<file path="config.mk">
export PLATFORM = sky130hd
export DESIGN_NAME = seq_ripple_subtractor
export DESIGN_NICKNAME = d
export VERILOG_FILES = /design/src/rtl/seq_ripple_subtractor.sv
export SDC_FILE = /design/constraint.sdc
export NUM_CORES = 1
export LEC_CHECK = 0
export ABC_AREA = 1
export ABC_CLOCK_PERIOD_IN_PS = 1960
export CORE_UTILIZATION = 40
export CTS_CLUSTER_SIZE = 24
export DETAILED_ROUTE_END_ITERATION = 8
export GPL_ROUTABILITY_DRIVEN = 0
export PLACE_DENSITY_LB_ADDON = 0.08
export SLEW_MARGIN = 0
export SYNTH_ARGS = -nofsm -noshare
export SYNTH_HDL_FRONTEND = slang
export SYNTH_SLANG_ARGS = --single-unit
</file>
<file path="constraint.sdc">
create_clock -name clk -period 1.96 [get_ports clk]
set_clock_uncertainty 0.05 [all_clocks]
set_input_delay 0.49 -clock clk [delete_from_list [all_inputs] [get_ports clk]]
set_output_delay 0.49 -clock clk [all_outputs]
set_load 0.02 [all_outputs]
</file>
<file path="src/rtl/seq_ripple_subtractor.sv">
// rtl/seq_ripple_subtractor.sv - multi-cycle unsigned subtractor, CHUNK bits per clock with rippled borrow
module seq_ripple_subtractor #(
  parameter int WIDTH = 40,
  parameter int CHUNK = 8
) (
  input  logic             clk,
  input  logic             rst_n,
  input  logic             in_valid,
  output logic             in_ready,
  input  logic [WIDTH-1:0] minuend,
  input  logic [WIDTH-1:0] subtrahend,
  output logic             out_valid,
  input  logic             out_ready,
  output logic [WIDTH-1:0] diff,
  output logic             borrow_out,
  output logic             zero
);

  localparam int NCH = WIDTH / CHUNK;
  localparam int IW  = (NCH > 1) ? $clog2(NCH) : 1;
  localparam logic [IW-1:0] LAST_IDX = IW'(NCH - 1);

  generate
    if ((CHUNK < 1) || (WIDTH % CHUNK != 0)) begin : g_bad_chunk
      $error("seq_ripple_subtractor: WIDTH must be a non-zero multiple of CHUNK");
    end
  endgenerate

  typedef enum logic [1:0] {IDLE, RUN, DONE} state_t;

  state_t           state;
  logic [WIDTH-1:0] a_sh;
  logic [WIDTH-1:0] b_sh;
  logic [WIDTH-1:0] acc;
  logic             borrow;
  logic [IW-1:0]    idx;

  logic [CHUNK:0]   chunk_sum;
  logic [WIDTH-1:0] acc_next;

  // Operands shift right one chunk per cycle; result chunks enter acc from the top,
  // so after the last chunk acc holds the full difference in place.
  always_comb begin
    chunk_sum = {1'b0, a_sh[CHUNK-1:0]} + {1'b0, ~b_sh[CHUNK-1:0]} + {{CHUNK{1'b0}}, ~borrow};
    acc_next  = (acc >> CHUNK) | (WIDTH'(chunk_sum[CHUNK-1:0]) << (WIDTH - CHUNK));
  end

  always_ff @(posedge clk or negedge rst_n) begin
    if (!rst_n) begin
      state      <= IDLE;
      in_ready   <= 1'b1;
      out_valid  <= 1'b0;
      diff       <= '0;
      borrow_out <= 1'b0;
      zero       <= 1'b0;
      a_sh       <= '0;
      b_sh       <= '0;
      acc        <= '0;
      borrow     <= 1'b0;
      idx        <= '0;
    end else begin
      case (state)
        IDLE: begin
          if (in_valid && in_ready) begin
            a_sh     <= minuend;
            b_sh     <= subtrahend;
            acc      <= '0;
            borrow   <= 1'b0;
            idx      <= '0;
            in_ready <= 1'b0;
            state    <= RUN;
          end
        end
        RUN: begin
          a_sh   <= a_sh >> CHUNK;
          b_sh   <= b_sh >> CHUNK;
          acc    <= acc_next;
          borrow <= ~chunk_sum[CHUNK];
          idx    <= idx + IW'(1);
          if (idx == LAST_IDX) begin
            diff       <= acc_next;
            borrow_out <= ~chunk_sum[CHUNK];
            zero       <= (acc_next == '0);
            out_valid  <= 1'b1;
            idx        <= '0;
            state      <= DONE;
          end
        end
        DONE: begin
          if (out_ready) begin
            out_valid <= 1'b0;
            in_ready  <= 1'b1;
            state     <= IDLE;
          end
        end
        default: begin
          state     <= IDLE;
          in_ready  <= 1'b1;
          out_valid <= 1'b0;
        end
      endcase
    end
  end

endmodule
</file>
==> qor.txt, run 1 <==
Status = completed
FF/Latch Area = 4060 µm²
Antenna violations before repair = 0
Buf+Inv Stages, Crit Path = 2
Crit-path leading delay family = adder cells
DR pass1 iterations = 5
Cell breakdown of the critical path = inv_2, fa_2, fa_2, inv_2, nand2_1, nor2_1, nand2_1, nor2_1, nand3_1, nor2_1, nand2_1, nand2_1
Vias/cell = 4.84
CTS tree = built
Layout cells sized above 1 = 7.53%
Top cells by area, synth = dfrtp_1 57%, nand2_1 9.9%, o21ai_0 8.5%, inv_1 6.3%, o211ai_1 5.1%
WP data arrival = 2.23 ns
Clock Tree Buf Depth = 2
CP startpoint kind = flip-flop
CTS Root Buffer Type = clkbuf_16
DRT antenna net count = 0
Boundary pin count = 128
Die Y = 135 µm
Ant diodes = 0
FF-to-FF Start = borrow
DRC Markers = 0
YS warnings = 0
Pwr Density = 1790 nW/µm²
Design Power = 0.0169 W
Crit path max fanout = 2
Most frequent cells in the layout = 184 x nand2_1, 161 x dfrtp_1, 119 x o21ai_0
Worst IR drop on VDD = 0.737 mV
Die area = 18300 µm²
Hold crit path type = reg -> reg
Number of global-route vias before repair = 5439
H-tree levels = 4
Nets = 1025
Commonest non-fill, non-tap cell in the layout = nand2_1
RSZ-0062 raised after global routing = yes
Filler instances = 1598
Synth area leader = dfrtp_1
Pin count of the biggest net entering global routing = 82
Syn_nets = 898
Worst-Margin Slew = 0.477 ns
Initial DRC count = 278
Syn Area/Cell = 8.85 µm²
Initial core utilization = 41.1%
Share of the synthesized area in the top cell type = 56.7%
Critical Setup Path Class = reg -> reg
Core region area = 17300 µm²
Post-Syn Area = 7100 µm²
Input/output buffers = 127
Mapped Cells = 803
GRT overflow = 0
Hold path startpoint = diff[0]
Final Slew Violations = 0
CP Capture Type = flip-flop
Leakage power = 4.64 nW
WP data required = 2.27 ns
Clock sink total = 162
Post-synthesis cell type count = 26
CP dominant cell by count = nand2_1
Yosys reg bits = 162
Fin crit share = 98.1%
Register area share after synthesis = 57.1%
Avg WL per Cell = 13.9 µm
Setup-failing EPs final = 0
CP max-delay cell = fa_2
P&R area growth vs syn = 32.7%
DIE WIDTH = 135 µm
Fin Hold WS = 0.429 ns
Multi-input gate area = 2400 µm²
Clk Latency, worst-skew pair = 0.42 ns
Total number of vias = 5658
Post-layout min period = 1.92 ns
Site Rows = 48
CP max stage delay = 0.42 ns
DP Wirelength = 11.7 mm
Critical Path Source = borrow
Num CTS Buffers = 17
Drt total wl = 16.3 mm
Final Hold Viols = 0
Global-route wire length before repair = 26.5 mm
Clock slew at reported path FFs = 0.06 ns
Slew HR = 68.2%
Max Clk Rate = 520 MHz
Max cap viols = 0
Total GRT Usage = 18.9%
==> layout make-up <==
type	instances	area share (%)
sequential	162	43.0
multi-input combinational	474	25.5
timing repair buffer	153	17.5
clock buffer	23	5.07
inverter	122	4.87
tap	225	2.99
clock inverter	9	1.13
==> power by group <==
group          internal [W]  switching, W
logic               0.00326       0.00491
registers           0.00484      0.000585
clock network       0.00197       0.00129
total                0.0101       0.00679
==> metrics by stage <==
| step | setup slack, ns | TNS (ns) | std cells | utilization (%) | area, µm² |
|---|---|---|---|---|---|
| after global placement | -0.0932 | -0.0932 | 1131 | 50.6 | 8750 |
| after floorplan | 0.00453 | 0 | 803 | - | 7100 |
| final | 0.0376 | 0 | 1168 | 54.5 | 9430 |
| after CTS | 0.00274 | 0 | 1165 | 54.1 | 9350 |
| after detailed placement | -0.150 | -0.257 | 1131 | 50.6 | 8750 |
| after global routing | -0.106 | -0.126 | 1168 | 54.5 | 9430 |
==> flip-flops by register name (all words and copies together), names as in the netlist <==
name        flops
state           2
b_sh           40
idx             3
diff           40
acc            32
out_valid       1
borrow          1
a_sh           40
borrow_out      1
zero            1
in_ready        1
==> synth_stat cells <==
| master | n |
|---|---|
| nand2_2 | 1 |
| buf_4 | 7 |
| nor2_1 | 36 |
| dfrtp_1 | 161 |
| o31a_1 | 1 |
| inv_1 | 119 |
| nor3_1 | 1 |
| o22ai_1 | 31 |
| fa_1 | 2 |
| clkbuf_1 | 22 |
| o211ai_1 | 48 |
| a21oi_1 | 6 |
| nand2_1 | 188 |
| o21ai_1 | 3 |
| o21a_1 | 1 |
| nand3_1 | 13 |
| o21ai_0 | 121 |
| a31oi_1 | 8 |
| nor2_2 | 1 |
| buf_2 | 16 |
| ha_1 | 9 |
| nand4_1 | 2 |
| xor2_1 | 1 |
| dfstp_2 | 1 |
| or2_2 | 1 |
| inv_2 | 3 |
==> worst min-delay path, stage by stage, from the launching register on <==
cell and delay, ns:
dfrtp_1 0.34, nand2_1 0.05, o21ai_0 0.06
==> path summary, 6_finish.rpt <==
check	cells after the start	slack, ns	endpoint
worst max-delay path	12	0.04	zero
worst min-delay path	2	0.43	diff[0]
worst max register to register	12	0.04	zero
worst min register to register	2	0.43	diff[0]
max in group asynchronous	3	0.72	in_ready
min in group asynchronous	2	0.52	diff[32]
==> what timing repair did <==
| action | CTS | global route |
|---|---|---|
| gates resized for setup | 7 | 25 |
| endpoints found under the hold margin | 41 | 0 |
| setup buffers | 1 | 3 |
| hold buffers | 1 | 0 |
| endpoints found under the setup margin | 9 | 21 |
| pin swaps | 1 | 1 |
==> metal layers <==
layer  GRT usage [%]  share of wire (%)  vias up  routed length (µm)
met4            9.18                2.7        0                 439
met2            30.9                 49      123                8010
met3            3.97                3.5       29                 577
li1                -                  -     2873                   -
met5               0                  0        -                   0
met1            23.8                 44     2633                7230
==> cells by family (layout without fill, tap and decap cells) <==
logic type      count (synthesis)  count (layout)  synth area share, %
simple gates                  243             243                 13.3
compound gates                219             219                 17.9
buf+inv                       167             307                 9.48
flops                         162             162                 57.1
fa+ha+maj                      11              11                 2.15
xor+xnor                        1               1                0.123
Note: power is estimated with default switching activity, not from simulation.
==> run 2, diff against run 1 <==
--- a/config.mk
+++ b/config.mk
@@ -16,3 +16,4 @@
 export SYNTH_ARGS = -nofsm -noshare
 export SYNTH_HDL_FRONTEND = slang
 export SYNTH_SLANG_ARGS = --single-unit
+export TNS_END_PERCENT = 100
==> results of run 2 <==
No change in the layout: final DEF, timing and power equal those of run 1.
==> run 3, diff against run 2 <==
--- a/config.mk
+++ b/config.mk
@@ -5,7 +5,6 @@
 export SDC_FILE = /design/constraint.sdc
 export NUM_CORES = 1
 export LEC_CHECK = 0
-export ABC_AREA = 1
 export ABC_CLOCK_PERIOD_IN_PS = 1960
 export CORE_UTILIZATION = 40
 export CTS_CLUSTER_SIZE = 24
==> run 3 against run 2 <==
  * The flow now finishes with violations (negative setup slack)
  * Cell count shrank 6.4%
  * Routed wire length rose by 5.8%
  * Flip-flop and latch count did not move
  * Synthesized cell count is 10% lower
  * Die area shrank 1.3%
  * Non-clock buffer count grew 8
  * Design area grew 0.46%
  * Via count decreased by 0.99%
  * Count of clock-buffer cells in the layout is 5 lower
  * Fmax fell by 16%
  * Critical endpoint unchanged
==> qor.txt, run 3 <==
Status = finished with violations
Failing checks = negative setup slack
Critical Setup Path Class = reg -> reg
Commonest non-fill, non-tap cell in the layout = nand2_1
Ys flop type = dfrtp_1
Clock Tree Buf Depth = 2 (unchanged)
Crit path max fanout = 4 (+2)
Num CTS Buffers = 17 (unchanged)
Layout cells sized above 1 = 13.8% (+6.3 points)
CP startpoint kind = flip-flop
DIE WIDTH = 134 µm (-0.64%)
Initial DRC count = 323 (+16%)
Final Hold Viols = 0 (unchanged)
Clock slew at reported path FFs = 0.07 ns (about the same)
Post-layout min period = 2.30 ns (+0.379 ns)
Final Slew Violations = 0 (unchanged)
CP dominant cell by count = fa_2
RSZ-0062 raised after global routing = yes
Die area = 18100 µm² (-1.3%)
DP Wirelength = 11.9 mm (+1.6%)
Site Rows = 48 (unchanged)
DRC Markers = 0 (unchanged)
Final worst slack = -0.341 ns (-0.379 ns)
Commonest cells post-synth = 193 x nand2_1, 161 x dfrtp_1, 80 x nor2_1
Max cap viols = 0 (unchanged)
Regs by FF count = a_sh x40, b_sh x40, diff x40
Global-route wire length before repair = 28.4 mm (+7.2%)
Worst IR drop on VDD = 0.760 mV (+3.1%)
Initial core utilization = 40.8% (-0.25 points)
Multi-input gate area = 2800 µm² (+17%)
Most frequent cells in the layout = 192 x nand2_1, 161 x dfrtp_1, 101 x clkdlybuf4s50_1
DR pass1 iterations = 5 (unchanged)
Buf+Inv Stages, Crit Path = 0 (-2)
Ant diodes = 0 (unchanged)
Filler instances = 1530 (-4.3%)
Syn Area/Cell = 9.70 µm² (+9.6%)
Post-synthesis cell type count = 38 (+46%)
Most frequent cell after synthesis = nand2_1
Setup-failing EPs final = 10 (+10)
Cell breakdown of the critical path = fa_2, fa_2, a211oi_4, nor2_1, a211oi_2, nand4_1, o31ai_2
Boundary pin count = 128 (unchanged)
P&R area growth vs syn = 35.1%
CTS tree = built
DRT antenna net count = 0 (unchanged)
Hold crit path type = reg -> reg
CP Capture Type = flip-flop
Yosys reg bits = 162 (unchanged)
EDFF count, synth = 0 (unchanged)
Post-Layout Inst Area = 9470 µm² (+0.46%)
Avg WL per Cell = 15.7 µm (+13%)
Pin count of the biggest net entering global routing = 112 (+37%)
Fin crit share = 117% (+19 points)
Post CTS Setup Buffer Count = 0 (-1)
Slew HR = 59.0% (-9.3 points)
Share of the synthesized area in the top cell type = 57.5% (+0.75 points)
Synth area leader = dfrtp_1
Crit-path leading delay family = adder cells
Worst slack, placed = -0.527 ns (-0.376 ns)
Top cells by area, synth = dfrtp_1 57%, nand2_1 10%, mux2_2 5.6%, a31oi_1 5.0%, nor2_1 4.3%
CP max-delay cell = fa_2
WP data required = 2.25 ns (-0.02 ns)
Leakage power = 4.58 nW (-1.3%)
Clock sink total = 162 (unchanged)
Vias/cell = 5.13 (+5.8%)
CTS Root Buffer Type = clkbuf_16
Syn_nets = 818 (-8.9%)
YS warnings = 0 (unchanged)
FF/Latch Area = 4060 µm² (unchanged)
CP max stage delay = 0.42 ns (about the same)
Die Y = 134 µm (-0.64%)
Asr flop ratio synth = 100% (unchanged)
Worst-Margin Slew = 0.614 ns (+0.137 ns)
R2r setup slk = -0.34 ns (-0.38 ns)
Drt total wl = 17.2 mm (+5.8%)
Max Clk Rate = 435 MHz (-16%)
Register area share after synthesis = 57.8% (+0.75 points)
Input/output buffers = 127 (unchanged)
Mapped Cells = 723 (-10%)
Nets = 950 (-7.3%)
Placed Area = 8730 µm² (-0.19%)
Pwr Density = 1620 nW/µm² (-9.4%)
GRT overflow = 0 (unchanged)
Post-Syn Area = 7010 µm² (-1.3%)
WP data arrival = 2.60 ns (+0.37 ns)
Antenna violations before repair = 0 (unchanged)
H-tree levels = 4 (unchanged)
Total number of vias = 5602 (-0.99%)
Core region area = 17200 µm² (-0.69%)
Total GRT Usage = 20.4% (+1.6 points)
Clk Latency, worst-skew pair = 0.43 ns (about the same)
Number of global-route vias before repair = 5446 (+0.13%)
[run 3: cell types whose count changed in the layout (fill, tap and decap cells not counted), moves of 12 or more]
| cell | delta |
|---|---|
| o21ai_0 | -68 |
| buf_4 | +12 |
| mux2_2 | +35 |
| a31oi_1 | +48 |
| o211ai_1 | -47 |
| inv_1 | -105 |
| o22ai_1 | -31 |
| nor2_1 | +43 |
| a22o_1 | +16 |
[run 3: worst register-to-register path, delay by kind of cell (launching register included)]
kind                       cells  cell delay, ns
DFF                            1            0.41
and+or+nand+nor                2            0.24
AOI/OAI and AO/OA              3            0.73
adders and majority gates      2            0.80
[run 3: report_power, final]
part	internal [W]	total [W]	switching, W
sequential	0.00477	0.00575	0.000982
clock	0.00219	0.00359	0.00140
combinational	0.00288	0.00600	0.00312
[run 3: through the flow]
| step | setup TNS (ns) | hold WS [ns] | power (W) | instances | utilization, % |
|---|---|---|---|---|---|
| 2_1_floorplan | -0.790 | 0.144 | 0.00915 | 723 | - |
| 3_3_place_gp | -16.14 | 0.377 | 0.0115 | 1060 | 50.8 |
| 3_5_place_dp | -17.95 | 0.378 | 0.0117 | 1060 | 50.8 |
| 4_1_cts | -1.99 | 0.437 | 0.0155 | 1093 | 54.8 |
| 5_1_grt | -3.06 | 0.467 | 0.0164 | 1093 | 55.1 |
| 6_report | -2.09 | 0.430 | 0.0153 | 1093 | 55.1 |
[run 3: metal layers]
layer | wire length (µm) | GRT usage (%) | up-vias
met1 | 7770 | 28.4 | 2711
li1 | - | - | 2718
met4 | 355 | 8.18 | 0
met5 | 0 | 0 | -
met2 | 8320 | 31.7 | 151
met3 | 754 | 3.67 | 22
[run 3: layout make-up]
class	instances	area share (%)
Sequential cell	162	42.8
Multi-Input combinational cell	501	29.6
Timing Repair Buffer	161	17.4
Clock buffer	18	4.64
Tap cell	225	2.97
Clock inverter	14	2.13
Inverter	12	0.476
[run 3: path summary, 6_finish.rpt]
kind / cells after the start / from / endpoint
worst max-delay path: 7 / a_sh[0] / zero
worst max register to register: 7 / a_sh[0] / zero
worst min register to register: 2 / b_sh[11] / b_sh[3]
min in group asynchronous: 2 / rst_n / diff[12]
worst min-delay path: 2 / b_sh[11] / b_sh[3]
max in group asynchronous: 3 / rst_n / b_sh[22]
[run 3: cell families after synthesis]
kind of cell	synth area share [%]
buffers and inverters	3.50
XOR/XNOR	0.750
AND/OR/NAND/NOR	17.0
flip-flops	57.8
multiplexers	5.62
AO/OA/AOI/OAI	13.2
adder cells (fa/ha/maj)	2.18
[run 3: what timing repair did]
| action | CTS | global route |
|---|---|---|
| setup endpoints to repair | 35 | 30 |
| resized for setup | 18 | 20 |
| hold buffers | 1 | 0 |
| gates cloned | 0 | 0 |
| pin swaps | 9 | 5 |
| endpoints found under the hold margin | 32 | 0 |
